$ cat config.mk
export PLATFORM = sky130hd
export DESIGN_NAME = pipelined_csel_adder
export DESIGN_NICKNAME = d
export VERILOG_FILES = /design/src/rtl/csel_pkg.sv /design/src/rtl/csel_segment.sv /design/src/rtl/pipelined_csel_adder.sv
export SDC_FILE = /design/constraint.sdc
export NUM_CORES = 1
export LEC_CHECK = 0
export CORE_ASPECT_RATIO = 1.4
export CORE_MARGIN = 2
export CORE_UTILIZATION = 40
export CTS_BUF_LIST = sky130_fd_sc_hd__clkbuf_4 sky130_fd_sc_hd__clkbuf_8
export CTS_CLUSTER_DIAMETER = 60
export DETAILED_ROUTE_END_ITERATION = 6
export PLACE_DENSITY = 0.65
export REMOVE_ABC_BUFFERS = 1
export SLEW_MARGIN = 15
export SYNTH_ARGS = -nofsm -noshare
export SYNTH_HDL_FRONTEND = slang
export SYNTH_SLANG_ARGS = --single-unit
$ cat constraint.sdc
create_clock -name clk -period 3.6 [get_ports clk]
set_input_delay 0.36 -clock clk [delete_from_list [all_inputs] [get_ports clk]]
set_output_delay 0.36 -clock clk [all_outputs]
set_load 0.1 [all_outputs]
$ cat src/rtl/csel_pkg.sv
// Shared helpers for the pipelined carry-select adder: segment count, segment
// bounds and the segment-to-stage mapping.
package csel_pkg;

  function automatic int csel_nblk(input int width, input int block);
    return (width + block - 1) / block;
  endfunction

  function automatic int csel_seg_lo(input int k, input int block);
    return k * block;
  endfunction

  // The top segment is narrower when WIDTH is not a multiple of BLOCK.
  function automatic int csel_seg_hi(input int k, input int width, input int block);
    int hi;
    hi = (k + 1) * block;
    if (hi > width) hi = width;
    return hi - 1;
  endfunction

  function automatic int csel_stage_first(input int s, input int nblk, input int stages);
    return (s * nblk) / stages;
  endfunction

  function automatic int csel_seg_stage(input int k, input int nblk, input int stages);
    int st;
    st = 0;
    for (int s = 0; s < stages; s++) begin
      if (csel_stage_first(s, nblk, stages) <= k) st = s;
    end
    return st;
  endfunction

endpackage

$ cat src/rtl/csel_segment.sv
// One carry-select segment: carry-0 and carry-1 sums computed in parallel,
// then the incoming carry picks the pair.
module csel_segment
  import csel_pkg::*;
#(
  parameter int W = 4
) (
  input  logic [W-1:0] a,
  input  logic [W-1:0] b,
  input  logic         ci,
  output logic [W-1:0] sum,
  output logic         co
);

  logic [W:0] res0;
  logic [W:0] res1;

  assign res0 = {1'b0, a} + {1'b0, b};
  assign res1 = {1'b0, a} + {1'b0, b} + {{W{1'b0}}, 1'b1};

  assign {co, sum} = ci ? res1 : res0;

endmodule

$ cat src/rtl/pipelined_csel_adder.sv
// Pipelined carry-select adder with valid/ready on both sides.
// Optional PIPE_CSA_OVF_EN adds a registered signed-overflow output (ovf).
module pipelined_csel_adder
  import csel_pkg::*;
#(
  parameter int WIDTH  = 32,
  parameter int BLOCK  = 4,
  parameter int STAGES = 2
) (
  input  logic             clk,
  input  logic             rst_n,
  input  logic             in_valid,
  output logic             in_ready,
  input  logic [WIDTH-1:0] a,
  input  logic [WIDTH-1:0] b,
  input  logic             cin,
  output logic             out_valid,
  input  logic             out_ready,
  output logic [WIDTH-1:0] sum,
  output logic             cout
`ifdef PIPE_CSA_OVF_EN
  ,
  output logic             ovf
`endif
);

  localparam int NBLK = csel_nblk(WIDTH, BLOCK);
  localparam int MSB  = WIDTH - 1;
  localparam int LAST = STAGES - 1;

  logic [WIDTH-1:0] a_reg   [STAGES];
  logic [WIDTH-1:0] b_reg   [STAGES];
  logic [WIDTH-1:0] sum_reg [STAGES];
  logic [STAGES-1:0] carry_reg;
  logic [STAGES-1:0] valid_reg;

  logic [STAGES-1:0]            advance;
  logic [STAGES-1:0]            load;
  logic                         room;
  logic [STAGES-1:0][WIDTH-1:0] stage_a;
  logic [STAGES-1:0][WIDTH-1:0] stage_b;
  logic [STAGES-1:0][WIDTH-1:0] stage_sum_in;
  logic [STAGES-1:0][WIDTH-1:0] stage_sum_next;
  logic [STAGES-1:0]            stage_ci;
  logic [STAGES-1:0]            stage_co;
  logic [WIDTH-1:0]             seg_sum;
  logic [NBLK-1:0]              seg_co;

  // A stage moves on iff it is full and some stage above it is empty or the
  // consumer takes the head beat; written this way the chain has no loop.
  always_comb begin
    advance = '0;
    load    = '0;
    room    = out_ready;
    for (int s = STAGES - 1; s >= 0; s--) begin
      advance[s] = valid_reg[s] && room;
      room       = room || !valid_reg[s];
    end
    load[0] = in_valid && in_ready;
    for (int s = 1; s < STAGES; s++) begin
      load[s] = advance[s-1];
    end
  end

  assign in_ready = !valid_reg[0] || advance[0];

  for (genvar gi = 0; gi < STAGES; gi++) begin : g_stage
    localparam int FIRST = csel_stage_first(gi, NBLK, STAGES);
    localparam int LASTS = csel_stage_first(gi + 1, NBLK, STAGES) - 1;
    localparam int LO    = csel_seg_lo(FIRST, BLOCK);
    localparam int HI    = csel_seg_hi(LASTS, WIDTH, BLOCK);
    localparam logic [WIDTH-1:0] MASK =
      ({WIDTH{1'b1}} >> (MSB - HI)) & ({WIDTH{1'b1}} << LO);

    if (gi == 0) begin : g_head
      assign stage_a[gi]      = a;
      assign stage_b[gi]      = b;
      assign stage_ci[gi]     = cin;
      assign stage_sum_in[gi] = '0;
    end else begin : g_body
      assign stage_a[gi]      = a_reg[gi-1];
      assign stage_b[gi]      = b_reg[gi-1];
      assign stage_ci[gi]     = carry_reg[gi-1];
      assign stage_sum_in[gi] = sum_reg[gi-1];
    end

    // Upper sum bits stay zero until their own stage resolves them.
    assign stage_sum_next[gi] = stage_sum_in[gi] | (seg_sum & MASK);
    assign stage_co[gi]       = seg_co[LASTS];
  end

  for (genvar gi = 0; gi < NBLK; gi++) begin : g_seg
    localparam int LO = csel_seg_lo(gi, BLOCK);
    localparam int HI = csel_seg_hi(gi, WIDTH, BLOCK);
    localparam int ST = csel_seg_stage(gi, NBLK, STAGES);
    logic ci;

    if (gi == csel_stage_first(ST, NBLK, STAGES)) begin : g_ci_stage
      assign ci = stage_ci[ST];
    end else begin : g_ci_chain
      assign ci = seg_co[gi-1];
    end

    csel_segment #(.W(HI - LO + 1)) u_seg (
      .a   (stage_a[ST][HI:LO]),
      .b   (stage_b[ST][HI:LO]),
      .ci  (ci),
      .sum (seg_sum[HI:LO]),
      .co  (seg_co[gi])
    );
  end

  always_ff @(posedge clk or negedge rst_n) begin
    if (!rst_n) begin
      valid_reg <= '0;
      carry_reg <= '0;
      for (int s = 0; s < STAGES; s++) begin
        a_reg[s]   <= '0;
        b_reg[s]   <= '0;
        sum_reg[s] <= '0;
      end
    end else begin
      for (int s = 0; s < STAGES; s++) begin
        if (load[s]) begin
          valid_reg[s] <= 1'b1;
          a_reg[s]     <= stage_a[s];
          b_reg[s]     <= stage_b[s];
          sum_reg[s]   <= stage_sum_next[s];
          carry_reg[s] <= stage_co[s];
        end else if (advance[s]) begin
          valid_reg[s] <= 1'b0;
        end
      end
    end
  end

  assign out_valid = valid_reg[LAST];
  assign sum       = sum_reg[LAST];
  assign cout      = carry_reg[LAST];

`ifdef PIPE_CSA_OVF_EN
  logic ovf_reg;

  // Carry into the MSB is recovered as a^b^sum at that bit.
  always_ff @(posedge clk or negedge rst_n) begin
    if (!rst_n) begin
      ovf_reg <= 1'b0;
    end else if (load[LAST]) begin
      ovf_reg <= stage_a[LAST][MSB] ^ stage_b[LAST][MSB] ^
                 stage_sum_next[LAST][MSB] ^ stage_co[LAST];
    end
  end

  assign ovf = ovf_reg;
`endif

endmodule

==> results.txt, run 1 <==
The via count of the first global-routing pass was 3625; the via-per-instance ratio was 5.073. Data on the critical path is required at its endpoint by 3.84 ns. The initial cell density of the core is 0.4100.

Detailed placement ended at an HPWL of 7207 um. The fmax was 303.5 MHz. The share of post-route cells with drive strength above 1 is 0.07850. The logs give 2 for the clock tree buffer depth and 0 for the total global routing overflow.

The top cell type's share of synthesized area works out to 0.4315. Counting every sink on the clock net gives 84. The number of top-level design ports is 104.

The clock buffer count from CTS came out at 9. Setup violations remaining at the end of the flow were counted as 0. For the remaining antenna violation count, the log shows 0. The run gives 2273 uW as the reported net switching power.

In this run the static leakage power is 0.002772 uW. STA classifies the critical path endpoint as a register. For the total routing usage reported by global routing, the log shows 0.1519.

The cell sitting at the root of the clock tree is a sky130_fd_sc_hd__clkbuf_8. The share of synthesized flip-flops with an asynchronous set or reset came out at 1.000. The cell family contributing the most delay on the critical path is adder cells.

The tools report the number of warning messages in the yosys log as 0. The signal on the critical path passes through clkdlybuf4s50_1 > ha_1 > fa_1 > ha_1 > nand2_1 > or4_1 > mux2i_1 > o31ai_2 > xor2_2 > nand4_4 > xor2_4 > and3_1 > o31a_1. In this run the vertical extent of the chip is 134.6 um. The post-cts resize count was 0. Relative to the synthesized area, the layout overhead comes to 30.18%. The logs give 0.184 for the fraction of power consumed by the clock network and 3.54 ns for the data arrival at the endpoint of the critical path. The synthesized design contains 0 enable-type register cells. Number of setup buffers added after CTS: 0. The die area is 13090 um2, and the initial antenna violation count is 0. The final worst-path cycle share was 0.9153. The synthesized area divided by synthesized cell count is 11.46 um2, and the synthesized area is 4871 um2. The delay of the slowest critical-path stage is 0.52 ns. The dominant register cell in the synthesized netlist was sky130_fd_sc_hd__dfrtp_1. The clock-pin slew of the registers on the worst-case setup and hold paths is 0.09 ns. The critical path buffer and inverter count works out to 1. The post-layout minimum cycle time was 3.295 ns; the final-report max-slew violation count was 0.

Most area-hungry cell type in the Yosys netlist: sky130_fd_sc_hd__dfrtp_1. The flip-flop and latch count after synthesis was 84; the die span in x was 97.27 um. The tools report the iteration-0 DRC count of the detailed router as 63.

Yosys instantiated no cell more often than sky130_fd_sc_hd__dfrtp_1. Power spread over the standard cell area amounts to 754.8 nW/um2. The flow ran to the end, and the final reports show no timing, DRC or antenna violations. After detailed routing, the total wire length is 9396 um. The min-delay analysis places its worst path in the category in -> async.

For the pin with the worst max-slew slack, the measured transition is 1.004 ns. For this run, design rule violations remaining after detail routing come to 0. The net total in the final layout was 647; the wire length of the first global-routing pass was 16410 um. The tools report the core box area as 11880 um2.

The distinct cell type count after synthesis was 49; the highest net fanout along the worst path was 5. The number of logic stages on the critical path including buffering is 13. In this run the number of H-tree levels came out at 3. The routability-driven placement congestion ratio was 0.7716; the synthesized instance count was 425.

The average routed wire per standard cell is 13.78 um. The most used cell along the critical path is sky130_fd_sc_hd__ha_1. For the part of the total power dissipated in combinational logic, the log shows 0.533. Buffers placed on the I/O ports in this run total 103.

STA classifies the critical path startpoint as an input port. The number of hold-slack violations in the final timing report is 0, and the register share of total power is 0.283. The tools report the via count as 3460. Setup repair after global routing left no endpoint under its margin.

For the final database, setup skew stands at 0.01137 ns. The count of antenna diodes in the layout was 0. For the utilization of the core after routing, the log shows 0.5338. The pin count of the biggest net entering global routing came out at 85. TritonCTS built the clock tree. The share of the yosys chip area belonging to registers is 0.4315. The worst max-slew margin expressed relative to the limit is 0.3285, and the number of flip-flops under the largest register name is 32.

The number of cell instances on the worst register-to-register path came out at 12. The first detailed-routing pass ran for 4 iterations. The peak ir drop on the vdd network was 332.7 uV. Ranked by total cell area, the synthesized netlist is headed by sky130_fd_sc_hd__dfrtp_1 43%, sky130_fd_sc_hd__ha_1 10%, sky130_fd_sc_hd__mux2_1 9.9%. The cell with the largest stage delay on the worst path was sky130_fd_sc_hd__fa_1. Clock latency on the worst-skew pair, taken at its later pin, is 0.35 ns.

The critical path in this run is classified as in -> reg. After clock tree synthesis, the flow added hold-fix buffers numbering 0. The floorplan has 47 rows. In the synthesized netlist, the cells that appear most often are 84 x sky130_fd_sc_hd__dfrtp_1, 45 x sky130_fd_sc_hd__nand2_1, 43 x sky130_fd_sc_hd__mux2_1.

Switching part of the total: 0.4749. The tools report the internal power as 2513 uW. The tools report the post-route total power as 4786 uW. The run gives 0 as the total of max-cap violations.
-- cells by family after synthesis --
| logic type | Yosys count | synth area share |
|---|---|---|
| mux | 61 | 0.1385 |
| compound gates | 70 | 0.08862 |
| simple gates | 97 | 0.1048 |
| fa+ha+maj | 48 | 0.1356 |
| flops | 84 | 0.4315 |
| buf+inv | 24 | 0.01875 |
| xor+xnor | 41 | 0.08220 |
-- layout by cell type, fill, tap and decap left out, types with 2 or more instances in the layout --
cell type and count:
sky130_fd_sc_hd__mux2_1 43, sky130_fd_sc_hd__bufinv_16 4, sky130_fd_sc_hd__buf_4 6, sky130_fd_sc_hd__nand4_1 6
sky130_fd_sc_hd__a21o_1 12, sky130_fd_sc_hd__o21ai_0 4, sky130_fd_sc_hd__nand2_2 2, sky130_fd_sc_hd__nand4b_1 2
sky130_fd_sc_hd__ha_1 40, sky130_fd_sc_hd__mux2_2 5, sky130_fd_sc_hd__clkdlybuf4s50_1 101, sky130_fd_sc_hd__nand2b_1 5
sky130_fd_sc_hd__clkbuf_8 9, sky130_fd_sc_hd__xnor2_2 2, sky130_fd_sc_hd__inv_1 9, sky130_fd_sc_hd__nand3_1 9
sky130_fd_sc_hd__nor4b_1 2, sky130_fd_sc_hd__xnor2_1 18, sky130_fd_sc_hd__fa_1 8, sky130_fd_sc_hd__nor3_1 5
sky130_fd_sc_hd__or3_1 2, sky130_fd_sc_hd__xor2_1 19, sky130_fd_sc_hd__nand3b_1 3, sky130_fd_sc_hd__nor2_1 7
sky130_fd_sc_hd__dfrtp_1 84, sky130_fd_sc_hd__nand4_4 2, sky130_fd_sc_hd__mux2i_1 12, sky130_fd_sc_hd__nand2_1 43
sky130_fd_sc_hd__a21oi_1 17, sky130_fd_sc_hd__o21ai_1 27, sky130_fd_sc_hd__and3_1 3
-- area by class of cell --
| cell class | count | area (um2) |
|---|---|---|
| Clock buffer | 10 | 131.4 |
| Sequential cell | 84 | 2102 |
| Fill cell | 1078 | 5538 |
| Inverter | 10 | 37.54 |
| Tap cell | 147 | 183.9 |
| Clock inverter | 6 | 136.4 |
| Multi-Input combinational cell | 317 | 2683 |
| Timing Repair Buffer | 108 | 1067 |
-- power by group through the flow --
stage / Clock (uW) / Sequential (uW) / Combinational [uW]
finish: 881 / 1350 / 2550
detailed placement: 0 / 1380 / 2570
global placement: 0 / 1370 / 2530
global route: 949 / 1390 / 2710
floorplan: 0 / 2500 / 808
CTS: 904 / 1360 / 2580
-- final timing paths --
path                                                endpoint                          from  slack, ns
worst min-delay path                      sum[1]$_DFFE_PN0P_                         rst_n       0.03
worst max-delay path            stage_sum_in[47]$_DFFE_PN0P_                          a[0]       0.30
worst max register to register           sum[29]$_DFFE_PN0P_         a_reg[48]$_DFFE_PN0P_       0.36
min in group clk                stage_sum_in[39]$_DFFE_PN0P_  stage_sum_in[39]$_DFFE_PN0P_       0.48
max in group asynchronous           carry_reg[0]$_DFFE_PN0P_                         rst_n       3.02
worst min register to register  stage_sum_in[39]$_DFFE_PN0P_  stage_sum_in[39]$_DFFE_PN0P_       0.48
-- per-stage QoR --
step / setup WS, ns / area (um2) / hold WS (ns) / TNS, ns / cells
after global routing: 0.09955 / 6341 / 0.1094 / 0 / 682
after detailed placement: -0.05599 / 6070 / 0.4647 / -0.1229 / 666
after floorplan: -0.6219 / 4817 / 0.06441 / -24.49 / 411
after CTS: 0.3276 / 6337 / 0.2260 / 0 / 682
after global placement: 0.02647 / 6070 / 0.4626 / 0 / 666
final: 0.3048 / 6341 / 0.02555 / 0 / 682
-- per-layer routing --
layer	vias to the layer above	track usage	wire [um]
li1	1715	-	-
met1	1665	0.1757	3890
met2	71	0.2789	5026
met3	9	0.02277	321
met4	0	0.06559	157
met5	-	0	0
Power figures use the tool's default switching activity.
==> inputs of run 2 (changes only) <==
- CORE_UTILIZATION: 40 -> 53
- PLACE_DENSITY: 0.65 -> 0.83
==> run 2 against run 1 <==
Routed wire length fell by 2.8%. Hold slack improved by 0.15 ns. Combinational power is essentially flat. Highest routed layer unchanged. Die area is 24% lower. Register-to-register slack worse by 0.08 ns. Clock power fell by 35%. Fmax fell by 0.72%.
==> results.txt, run 2 (same netlist as run 1, synthesis figures left out) <==
The logs give 0 (unchanged) for the number of hold-slack violations in the final timing report and 0.7585 (-1.7%) for the routability-driven placement congestion ratio. The critical path is of the reg -> reg type. The number of setup buffers added after CTS is 0 (unchanged), and the number of flip-flops under the largest register name is 32 (unchanged). For the data arrival at the endpoint of the critical path, the log shows 3.53 ns (about the same). The worst setup path is launched from a register. The share of post-route cells with drive strength above 1 is 0.07156 (-0.006942).

The die span in x was 85.02 um (-13%). The core box area is 8977 um2 (-24%). The logs give 0 (unchanged) for the post-cts resize count and 0 (unchanged) for the total of max-cap violations.

The final clock skew was 0.007971 ns (-0.003402 ns); the worst max-slew margin expressed relative to the limit was 0.2820 (-0.04651). The total global routing overflow came out at 0 (unchanged). The number of placed instances, taps included is 626 (-6.0%), and the post-detailed-placement half-perimeter wirelength is 6945 um (-3.6%).

Final sum of negative setup slack: 0 ns (unchanged). For the hold-fix buffer count after cts, the log shows 0 (unchanged). The instance area after placement was 6020 um2 (-0.82%); the clock latency on the worst-skew pair was 0.36 ns (about the same). The run gives 0 (unchanged) as the count of antenna diodes in the layout. The most common cell after layout, fill and taps aside was sky130_fd_sc_hd__clkdlybuf4s50_1.

The pin count of the biggest net entering global routing was 85 (unchanged). For the post-route total power, the log shows 4476 uW (-6.5%). The run gives 0.1948 (+0.04295) as the total routing usage reported by global routing.

The run gives 0.002721 uW (-1.8%) as the cell leakage power. The net total in the final layout came out at 647 (unchanged). The peak ir drop on the vdd network is 627.6 uV (+89%). The final-report max-slew violation count is 0 (unchanged). The power density relative to cell area is 725.2 nW/um2 (-3.9%).

The via count was 3459 (-0.029%); the clock-pin slew of the registers on the worst-case setup and hold paths was 0.07 ns (-0.02 ns). The library cells used most frequently in the layout, excluding fill and tap cells, are 101 x sky130_fd_sc_hd__clkdlybuf4s50_1, 84 x sky130_fd_sc_hd__dfrtp_1, 43 x sky130_fd_sc_hd__mux2_1, 43 x sky130_fd_sc_hd__nand2_1, 40 x sky130_fd_sc_hd__ha_1. The tightest min-delay check is of the in -> async type. For the final number of setup-violating endpoints, the log shows 0 (unchanged). The clock tree buffer depth came out at 2 (unchanged). The y dimension of the die is 117.4 um (-13%). For the number of rows in the core area, the log shows 41 (-13%).

Critical path capture point type: a register. The average routed wire per standard cell works out to 14.32 um (+3.9%). The clock sink total came out at 84 (unchanged). Initial cell density of the core: 0.5426 (+0.1325). On the critical path, the stage with the largest delay is an instance of sky130_fd_sc_hd__fa_1. The logs give 712 (-34%) for the number of fill cells and 3.81 ns (-0.03 ns) for the endpoint required time on the critical path. The utilization of the core after routing was 0.6875 (+0.1537). The aggregate routed wire length was 9137 um (-2.8%). The most used cell along the critical path was sky130_fd_sc_hd__ha_1. Walking the worst path, the cells encountered are ha_1 > fa_1 > ha_1 > nand2_1 > nor4b_1 > a22oi_1 > o211ai_4 > nand4_4 > mux2i_2 > xnor2_2 > mux2i_1 > o21ai_1. The iteration count of the initial detailed-routing pass came out at 4 (unchanged). Number of top-level design ports: 104 (unchanged). The fmax was 301.3 MHz (-0.72%); the remaining antenna violation count was 0 (unchanged). Setup repair after global routing left no endpoint under its margin. Final worst-path cycle share: 0.9220 (+0.006634). The via-per-instance ratio works out to 5.422 (+6.9%). TritonCTS built the clock tree.

The delay of the slowest critical-path stage was 0.53 ns (about the same); the highest net fanout along the worst path was 8 (+3). CTS placed an instance of sky130_fd_sc_hd__clkbuf_8 at the clock tree root. The tools report the post-route standard cell area excluding fillers as 6172 um2 (-2.7%). For the initial antenna violation count, the log shows 0 (unchanged). The run gives 0 (unchanged) as the post-detailed-route DRC marker count. The clock buffer count from CTS came out at 9 (unchanged). The post-layout instance count excluding filler cells was 638 (-6.5%).

The iteration-0 DRC count of the detailed router was 128 (+100%). The run gives 3 (unchanged) as the maximum level of the CTS H-tree. The via count of the first global-routing pass was 3495 (-3.6%). The die area is 9984 um2 (-24%), and the slew of the pin with the lowest slew margin is 1.073 ns (+0.06911 ns). The count of input and output buffers is 103 (unchanged), and the wire length of the first global-routing pass is 15580 um (-5.0%). The area overhead of the layout relative to synthesis is 26.71%. The post-layout minimum cycle time came out at 3.319 ns (+0.02388 ns). The run finished with clean final reports.
## run 2: changes by cell type in the layout (fill, tap and decap cells not counted), sizes merged
cell      before  now
bufinv         4    0
clkbuf        10   12
clkinv         2    1
clkinvlp       1    0
## run 2: report_power, final
| group | total (uW) | switching [uW] | leakage (uW) | internal, uW |
|---|---|---|---|---|
| clock network | 570 | 300 | 0.0000811 | 270 |
| logic | 2550 | 1780 | 0.00164 | 772 |
| registers | 1350 | 152 | 0.00100 | 1200 |
| total | 4480 | 2230 | 0.00272 | 2240 |
## run 2: path summary, 6_finish.rpt
kind	from	endpoint	slack (ns)	cells after the start
worst min register to register	stage_sum_in[39]$_DFFE_PN0P_	stage_sum_in[39]$_DFFE_PN0P_	0.48	2
worst min-delay path	rst_n	valid_reg[0]$_DFFE_PN0P_	0.18	1
worst max-delay path	a_reg[48]$_DFFE_PN0P_	sum[29]$_DFFE_PN0P_	0.28	12
worst max register to register	a_reg[48]$_DFFE_PN0P_	sum[29]$_DFFE_PN0P_	0.28	12
max in group asynchronous	rst_n	sum[15]$_DFFE_PN0P_	2.77	1
min in group clk	stage_sum_in[39]$_DFFE_PN0P_	stage_sum_in[39]$_DFFE_PN0P_	0.48	2
## run 2: area by class of cell
type | instances | area (um2) | area share
well taps | 107 | 133.9 | 0.02169
multi-input cells | 317 | 2683 | 0.4346
flip-flops and latches | 84 | 2102 | 0.3406
inverters | 10 | 37.54 | 0.006081
clock buffers | 12 | 152.6 | 0.02473
repair buffers | 108 | 1064 | 0.1723
## run 2: routing by layer
layer / global-route usage / wire length (um) / vias to the layer above
met3: 0.02252 / 308 / 18
met4: 0.1062 / 267 / 0
li1: - / - / 1705
met1: 0.2208 / 3677 / 1661
met5: 0 / 0 / -
met2: 0.3486 / 4884 / 75
## run 2: critical path, delay by kind of cell (launching register included)
family,cells,cell delay (ns)
compound gates,3,0.43
simple gates,3,0.63
flops,1,0.39
mux,2,0.44
xor+xnor,1,0.36
fa+ha+maj,3,0.93
## run 2: per-stage QoR
stage          setup slack, ns  hold slack (ns)
2_1_floorplan          -0.6219          0.06441
3_3_place_gp           0.04112           0.4606
3_5_place_dp          -0.07060           0.4685
4_1_cts                 0.3065           0.2139
5_1_grt                0.05967           0.2610
6_report                0.2809           0.1756
